File: config.mk
export PLATFORM = sky130hd
export DESIGN_NAME = id_queue_stage
export DESIGN_NICKNAME = d
export VERILOG_FILES = /design/src/rtl/id_queue_stage.sv
export SDC_FILE = /design/constraint.sdc
export NUM_CORES = 1
export LEC_CHECK = 0
export ABC_AREA = 0
export CAP_MARGIN = 0
export CORE_ASPECT_RATIO = 1.2
export CORE_MARGIN = 4
export CORE_UTILIZATION = 50
export CTS_CLUSTER_DIAMETER = 40
export DETAILED_ROUTE_END_ITERATION = 8
export PLACE_DENSITY = 0.74
export RECOVER_POWER = 100
export REMOVE_ABC_BUFFERS = 1
export SLEW_MARGIN = 10
export SYNTH_ARGS = -nofsm -noshare
export SYNTH_HDL_FRONTEND = slang
export SYNTH_SLANG_ARGS = --single-unit
export TNS_END_PERCENT = 10
File: constraint.sdc
create_clock -name clk -period 5.7 [get_ports clk]
set_input_delay 0.855 -clock clk [delete_from_list [all_inputs] [get_ports clk]]
set_output_delay 0.855 -clock clk [all_outputs]
set_load 0.01 [all_outputs]
File: src/rtl/id_queue_stage.sv
// id_queue_stage: RV32I decode stage with an input instruction FIFO and a registered output bundle.
// Defining ID_RV32M_EN adds decode of the RV32M multiply/divide instructions.
`ifndef OpCodeLen
`define OpCodeLen 6
`define NOP    6'd0
`define LUI    6'd1
`define AUIPC  6'd2
`define JAL    6'd3
`define JALR   6'd4
`define BEQ    6'd5
`define BNE    6'd6
`define BLT    6'd7
`define BGE    6'd8
`define BLTU   6'd9
`define BGEU   6'd10
`define LB     6'd11
`define LH     6'd12
`define LW     6'd13
`define LBU    6'd14
`define LHU    6'd15
`define SB     6'd16
`define SH     6'd17
`define SW     6'd18
`define ADDI   6'd19
`define SLTI   6'd20
`define SLTIU  6'd21
`define XORI   6'd22
`define ORI    6'd23
`define ANDI   6'd24
`define SLLI   6'd25
`define SRLI   6'd26
`define SRAI   6'd27
`define ADD    6'd28
`define SUB    6'd29
`define SLL    6'd30
`define SLT    6'd31
`define SLTU   6'd32
`define XOR    6'd33
`define SRL    6'd34
`define SRA    6'd35
`define OR     6'd36
`define AND    6'd37
`define MUL    6'd38
`define MULH   6'd39
`define MULHSU 6'd40
`define MULHU  6'd41
`define DIV    6'd42
`define DIVU   6'd43
`define REM    6'd44
`define REMU   6'd45
`endif

module id_queue_stage #(
  parameter int unsigned DEPTH  = 4,
  parameter int unsigned ADDR_W = 32,
  parameter int unsigned XLEN   = 32
) (
  input  logic                  clk,
  input  logic                  rst_n,
  input  logic                  rdy,
  input  logic                  flush,
  input  logic                  in_valid,
  output logic                  in_ready,
  input  logic [ADDR_W-1:0]     in_pc,
  input  logic [31:0]           in_inst,
  output logic [4:0]            reg1_addr_o,
  output logic [4:0]            reg2_addr_o,
  input  logic [XLEN-1:0]       reg1_data_i,
  input  logic [XLEN-1:0]       reg2_data_i,
  output logic                  out_valid,
  input  logic                  out_ready,
  output logic [`OpCodeLen-1:0] op,
  output logic [4:0]            rd,
  output logic [XLEN-1:0]       reg1,
  output logic [XLEN-1:0]       reg2,
  output logic [XLEN-1:0]       imm,
  output logic [ADDR_W-1:0]     pc_o,
  output logic                  illegal
);
  localparam int unsigned PtrW = $clog2(DEPTH);
  localparam int unsigned CntW = PtrW + 1;

  logic [ADDR_W-1:0] pc_mem   [DEPTH];
  logic [31:0]       inst_mem [DEPTH];
  logic [PtrW-1:0]   wr_ptr_q, rd_ptr_q;
  logic [CntW-1:0]   count_q;
  logic              head_valid, push, pop;

  assign head_valid = (count_q != '0);
  assign in_ready   = (count_q < CntW'(DEPTH));
  assign push       = rdy && !flush && in_valid && in_ready;
  assign pop        = rdy && !flush && head_valid && (!out_valid || out_ready);

  always_ff @(posedge clk) begin
    if (push) begin
      pc_mem[wr_ptr_q]   <= in_pc;
      inst_mem[wr_ptr_q] <= in_inst;
    end
  end

  always_ff @(posedge clk or negedge rst_n) begin
    if (!rst_n) begin
      wr_ptr_q <= '0;
      rd_ptr_q <= '0;
      count_q  <= '0;
    end else if (rdy) begin
      if (flush) begin
        wr_ptr_q <= '0;
        rd_ptr_q <= '0;
        count_q  <= '0;
      end else begin
        if (push) wr_ptr_q <= wr_ptr_q + PtrW'(1);
        if (pop)  rd_ptr_q <= rd_ptr_q + PtrW'(1);
        if (push && !pop)      count_q <= count_q + CntW'(1);
        else if (pop && !push) count_q <= count_q - CntW'(1);
      end
    end
  end

  // Head decode
  logic [31:0]       hi;
  logic [ADDR_W-1:0] hpc, hpc4;
  logic [6:0]        opc, f7;
  logic [2:0]        f3;
  logic [20:0]       j_raw;
  logic [12:0]       b_raw;
  logic [XLEN-1:0]   imm_i, imm_s, imm_u, j_tgt, b_tgt;

  assign hi    = inst_mem[rd_ptr_q];
  assign hpc   = pc_mem[rd_ptr_q];
  assign hpc4  = hpc + ADDR_W'(4);
  assign opc   = hi[6:0];
  assign f3    = hi[14:12];
  assign f7    = hi[31:25];
  assign j_raw = {hi[31], hi[19:12], hi[20], hi[30:21], 1'b0};
  assign b_raw = {hi[31], hi[7], hi[30:25], hi[11:8], 1'b0};
  assign imm_i = XLEN'($signed(hi[31:20]));
  assign imm_s = XLEN'($signed({hi[31:25], hi[11:7]}));
  assign imm_u = XLEN'({hi[31:12], 12'b0});
  assign j_tgt = XLEN'(hpc + ADDR_W'($signed(j_raw)));
  assign b_tgt = XLEN'(hpc + ADDR_W'($signed(b_raw)));

  logic [`OpCodeLen-1:0] dec_op;
  logic [4:0]            dec_rd;
  logic [XLEN-1:0]       dec_imm, dec_reg1, dec_reg2;
  logic                  use_rs1, use_rs2, r1_pc, r1_pc4, r2_pc4, ill;

  always_comb begin
    dec_op  = `NOP;
    dec_rd  = hi[11:7];
    dec_imm = '0;
    use_rs1 = 1'b0;
    use_rs2 = 1'b0;
    r1_pc   = 1'b0;
    r1_pc4  = 1'b0;
    r2_pc4  = 1'b0;
    ill     = 1'b0;
    case (opc)
      7'b0110111: begin dec_op = `LUI; dec_imm = imm_u; end
      7'b0010111: begin dec_op = `AUIPC; dec_imm = imm_u; r1_pc = 1'b1; end
      7'b1101111: begin dec_op = `JAL; dec_imm = j_tgt; r1_pc4 = 1'b1; end
      7'b1100111: begin
        dec_op = `JALR; dec_imm = imm_i; use_rs1 = 1'b1; r2_pc4 = 1'b1;
        ill = (f3 != 3'b000);
      end
      7'b1100011: begin
        dec_rd = '0; dec_imm = b_tgt; use_rs1 = 1'b1; use_rs2 = 1'b1;
        case (f3)
          3'b000:  dec_op = `BEQ;
          3'b001:  dec_op = `BNE;
          3'b100:  dec_op = `BLT;
          3'b101:  dec_op = `BGE;
          3'b110:  dec_op = `BLTU;
          3'b111:  dec_op = `BGEU;
          default: ill = 1'b1;
        endcase
      end
      7'b0000011: begin
        dec_imm = imm_i; use_rs1 = 1'b1;
        case (f3)
          3'b000:  dec_op = `LB;
          3'b001:  dec_op = `LH;
          3'b010:  dec_op = `LW;
          3'b100:  dec_op = `LBU;
          3'b101:  dec_op = `LHU;
          default: ill = 1'b1;
        endcase
      end
      7'b0100011: begin
        dec_rd = '0; dec_imm = imm_s; use_rs1 = 1'b1; use_rs2 = 1'b1;
        case (f3)
          3'b000:  dec_op = `SB;
          3'b001:  dec_op = `SH;
          3'b010:  dec_op = `SW;
          default: ill = 1'b1;
        endcase
      end
      7'b0010011: begin
        dec_imm = imm_i; use_rs1 = 1'b1;
        case (f3)
          3'b000: dec_op = `ADDI;
          3'b010: dec_op = `SLTI;
          3'b011: dec_op = `SLTIU;
          3'b100: dec_op = `XORI;
          3'b110: dec_op = `ORI;
          3'b111: dec_op = `ANDI;
          3'b001: begin dec_op = `SLLI; dec_imm = XLEN'(hi[24:20]); ill = (f7 != 7'b0000000); end
          default: begin
            dec_imm = XLEN'(hi[24:20]);
            if (f7 == 7'b0000000)      dec_op = `SRLI;
            else if (f7 == 7'b0100000) dec_op = `SRAI;
            else                       ill = 1'b1;
          end
        endcase
      end
      7'b0110011: begin
        use_rs1 = 1'b1; use_rs2 = 1'b1;
        if (f7 == 7'b0000000) begin
          case (f3)
            3'b000:  dec_op = `ADD;
            3'b001:  dec_op = `SLL;
            3'b010:  dec_op = `SLT;
            3'b011:  dec_op = `SLTU;
            3'b100:  dec_op = `XOR;
            3'b101:  dec_op = `SRL;
            3'b110:  dec_op = `OR;
            default: dec_op = `AND;
          endcase
        end else if (f7 == 7'b0100000) begin
          if (f3 == 3'b000)      dec_op = `SUB;
          else if (f3 == 3'b101) dec_op = `SRA;
          else                   ill = 1'b1;
`ifdef ID_RV32M_EN
        end else if (f7 == 7'b0000001) begin
          case (f3)
            3'b000:  dec_op = `MUL;
            3'b001:  dec_op = `MULH;
            3'b010:  dec_op = `MULHSU;
            3'b011:  dec_op = `MULHU;
            3'b100:  dec_op = `DIV;
            3'b101:  dec_op = `DIVU;
            3'b110:  dec_op = `REM;
            default: dec_op = `REMU;
          endcase
`endif
        end else begin
          ill = 1'b1;
        end
      end
      default: ill = 1'b1;
    endcase
    // Undecodable instructions carry no operands so nothing downstream acts on them.
    if (ill) begin
      dec_op  = `NOP;
      dec_rd  = '0;
      dec_imm = '0;
      use_rs1 = 1'b0;
      use_rs2 = 1'b0;
      r1_pc   = 1'b0;
      r1_pc4  = 1'b0;
      r2_pc4  = 1'b0;
    end
  end

  assign reg1_addr_o = (head_valid && use_rs1) ? hi[19:15] : 5'd0;
  assign reg2_addr_o = (head_valid && use_rs2) ? hi[24:20] : 5'd0;
  assign dec_reg1 = use_rs1 ? reg1_data_i : r1_pc ? XLEN'(hpc) : r1_pc4 ? XLEN'(hpc4) : '0;
  assign dec_reg2 = use_rs2 ? reg2_data_i : r2_pc4 ? XLEN'(hpc4) : '0;

  always_ff @(posedge clk or negedge rst_n) begin
    if (!rst_n) begin
      out_valid <= 1'b0;
      op        <= `NOP;
      rd        <= '0;
      reg1      <= '0;
      reg2      <= '0;
      imm       <= '0;
      pc_o      <= '0;
      illegal   <= 1'b0;
    end else if (rdy) begin
      if (flush) begin
        out_valid <= 1'b0;
        op        <= `NOP;
        illegal   <= 1'b0;
      end else if (pop) begin
        out_valid <= 1'b1;
        op        <= dec_op;
        rd        <= dec_rd;
        reg1      <= dec_reg1;
        reg2      <= dec_reg2;
        imm       <= dec_imm;
        pc_o      <= hpc;
        illegal   <= ill;
      end else if (out_ready) begin
        out_valid <= 1'b0;
        op        <= `NOP;
        illegal   <= 1'b0;
      end
    end
  end

endmodule

==> flow_summary.json <==
{
  "status": "finished, violations left",
  "violations": "max-capacitance violations, max-slew violations",
  "synthTopCellsByArea": "edfxtp_1 (40%), dfrtp_1 (19%), mux4_2 (7.4%)",
  "ys_async_sr_fraction_pct": 36.63,
  "io_pins": 286,
  "syn-cell-area_mm2": 0.01909,
  "post_cts_resize_count": 0,
  "gp_congestion": 0.9073,
  "cts_tree": "yes",
  "intPower_w": 0.007065,
  "rows": 78,
  "drc": 0,
  "start_util_pct": 50.55,
  "setup_violations": 0,
  "wl_um": 55570,
  "cts.sinks": 404,
  "worst_setup_path_end_kind": "output port",
  "period_minus_slack_ps": 5411,
  "netlist-cell-type-count": 80,
  "critPathLaunchType": "flop",
  "hold_end": "pc_o[24]$_DFFE_PN0P_",
  "hp-start": "pc_o[24]$_DFFE_PN0P_",
  "r2r_slack_ps": 600,
  "fin_nets": 1988,
  "ir_drop_mv": 0.3228,
  "worst_pin_slew_ps": 2886,
  "worstRegToRegCells": 17,
  "max_freq_ghz": 0.1848,
  "detail_route.first_pass.iterations": 6,
  "sw_frac_of_total_pct": 37.33,
  "cts-hold-fix-buffers": 0,
  "hold_violations": 0,
  "synth_edf_count": 256,
  "seq_area_frac_synth_pct": 59.67,
  "p_sw_w": 0.004207,
  "required_ps": 4850,
  "nFillCells": 2915,
  "clk-insertion-delay-late_ps": 560,
  "setup_tns_ps": 0,
  "pwr-share-seq_pct": 31.8,
  "synth_top_area_share_pct": 40.27,
  "critPathArrivalTime_ps": 4560,
  "finClkSkew_ps": 22.62,
  "ys_warn_count": 0,
  "power.density_mw_per_mm2": 473.7,
  "slew_headroom_pct": -92.37,
  "layout_common_cells": "nand2_1 (256), edfxtp_1 (256), dlygate4sd3_1 (216)",
  "viasPerCell": 6.047,
  "die_x_um": 186.4,
  "cts_buffers": 47,
  "clockBufferDepth": 3,
  "antenna_found_initial": 9,
  "timing.final.crit_share_pct": 94.93,
  "max-cap-violations": 7,
  "io_buffers": 285,
  "setup_ws_ps": 288.9,
  "syn_to_final_growth_pct": 24.66,
  "slew_violations": 307,
  "cts_setup_buffers": 0,
  "vias": 14155,
  "wire_per_inst_um": 23.74,
  "p_leak_nw": 9.294,
  "first_iter_violations": 1290,
  "ant_nets": 0,
  "fin_util_pct": 63.01,
  "grt_pass1_wl_um": 85570,
  "clkPwrFrac_pct": 26.4,
  "synthFlopType": "edfxtp_1",
  "clockRootBuffer": "clkbuf_16",
  "synth_cells": 1541,
  "reg2reg_to": "imm[31]$_DFFE_PN0P_",
  "dieHeight_um": 222.1,
  "comb_power_share_pct": 41.8,
  "htree_levels": 2,
  "avgSynthCellArea_um2": 12.39,
  "pre_cts_slack_ps": 603.6,
  "synth_area_leader_cell": "edfxtp_1",
  "grt_pass1_vias": 14390,
  "grt_max_degree": 99,
  "hold_path.class": "reg2reg",
  "post-dp-hpwl_um": 38260,
  "cp_max_fo": 26,
  "clkTransAtPathRegs_ps": 60,
  "drive_gt1_share_pct": 9.660,
  "holdPathStages": 2,
  "core_mm2": 0.03777,
  "reg2reg_from": "rd_ptr_q[0]$_DFFE_PN0P_",
  "grt_use_total_pct": 26.40,
  "die-area_mm2": 0.04138,
  "synth-seq-cells": 404,
  "worst-setup-path-type": "reg2out",
  "grt_overflow": 0,
  "rsz0062_at_grt": "no"
}
==> registers in the layout, summed over array words and instances, names as in the netlist <==
| signal | flops |
|---|---|
| out_valid | 1 |
| reg1 | 32 |
| wr_ptr_q | 2 |
| pc_o | 32 |
| inst_mem | 128 |
| imm | 32 |
| illegal | 1 |
| rd | 5 |
| count_q | 3 |
| reg2 | 32 |
| pc_mem | 128 |
| rd_ptr_q | 2 |
| op | 6 |
==> stage by stage <==
| step | instance area [um2] | power, W | std cells | hold slack (ps) |
|---|---|---|---|---|
| 2_1_floorplan | 18630 | 0.006806 | 1453 | 449.8 |
| 3_3_place_gp | 22340 | 0.008356 | 2245 | 460.6 |
| 3_5_place_dp | 22340 | 0.008407 | 2245 | 469.5 |
| 4_1_cts | 23900 | 0.01140 | 2333 | 464.0 |
| 5_1_grt | 23790 | 0.01189 | 2339 | 495.7 |
| 6_report | 23800 | 0.01127 | 2341 | 468.3 |
==> how the worst max path moves through the flow <==
stage / from / end
floorplan: rd_ptr_q[0]$_DFFE_PN0P_ / imm[29]$_DFFE_PN0P_
global placement: rd_ptr_q[0]$_DFFE_PN0P_ / imm[29]$_DFFE_PN0P_
detailed placement: rd_ptr_q[0]$_DFFE_PN0P_ / imm[31]$_DFFE_PN0P_
CTS: rd_ptr_q[0]$_DFFE_PN0P_ / reg2_addr_o[1]
global route: rd_ptr_q[0]$_DFFE_PN0P_ / reg2_addr_o[1]
finish: rd_ptr_q[0]$_DFFE_PN0P_ / reg2_addr_o[2]
==> area by class of cell <==
class	count	area, um2	area share (%)
clock buffer	66	1320	5.547
timing repair buffer	312	3007	12.63
antenna	8	20.02	0.08412
inverter	27	101.3	0.4259
sequential	404	11400	47.89
tap	480	600.6	2.524
multi-input combinational	1022	7112	29.88
clock inverter	22	241.5	1.015
==> power groups by stage <==
stage	sequential, W	combinational (W)	clock, W
6_report	0.00358	0.00471	0.00298
5_1_grt	0.00362	0.00512	0.00315
4_1_cts	0.00359	0.00479	0.00302
3_5_place_dp	0.00365	0.00476	0
3_3_place_gp	0.00364	0.00472	0
2_1_floorplan	0.00385	0.00296	0
==> kinds of logic (layout without fill, tap and decap cells) <==
kind of cell	after synthesis	after routing	synth area share, %
buf+inv	115	427	2.969
other cells	0	8	0
mux	63	63	7.432
flops	404	404	59.67
xor+xnor	60	60	2.753
fa+ha+maj	40	40	2.700
simple gates	502	502	12.24
compound gates	357	357	12.24
==> worst max-delay path, stage by stage (launching register included) <==
cell	delay, ps
dfrtp_4	490
buf_4	490
mux4_2	800
nor2_1	190
nand3_1	150
nor3_1	480
a22oi_1	190
nor2_2	350
and3_1	220
dlygate4sd3_1	630
==> synth_stat cells (4+ instances only) <==
| cell | instances |
|---|---|
| a221oi_1 | 33 |
| edfxtp_1 | 256 |
| clkbuf_1 | 49 |
| o31ai_1 | 9 |
| buf_4 | 6 |
| dfrtp_1 | 148 |
| nand2_1 | 256 |
| a21oi_1 | 72 |
| nor2_1 | 87 |
| o21ai_0 | 66 |
| nor3_1 | 26 |
| a221o_1 | 7 |
| mux4_2 | 63 |
| a211oi_1 | 7 |
| a31oi_1 | 15 |
| and2_1 | 5 |
| o211ai_1 | 22 |
| a21o_1 | 15 |
| o22ai_1 | 15 |
| or3_1 | 4 |
| a22o_1 | 9 |
| nand4_1 | 5 |
| o21ai_1 | 37 |
| nor2b_1 | 8 |
| xor2_1 | 27 |
| o21a_1 | 8 |
| ha_1 | 38 |
| nand2b_1 | 7 |
| inv_1 | 26 |
| a22oi_1 | 15 |
| xnor2_1 | 33 |
| nand3_1 | 43 |
| and3_1 | 29 |
| buf_2 | 24 |
==> layer usage <==
metal / routed length [um] / vias up / global-route usage (%) / part of all wire, %
met5: 13 / - / 0 / 0.023
met4: 2088 / 2 / 10.38 / 3.8
met3: 3632 / 126 / 4.378 / 6.5
met2: 27820 / 622 / 45.15 / 50
met1: 22010 / 7048 / 34.01 / 40
li1: - / 6357 / - / -
Power figures use the tool's default switching activity.
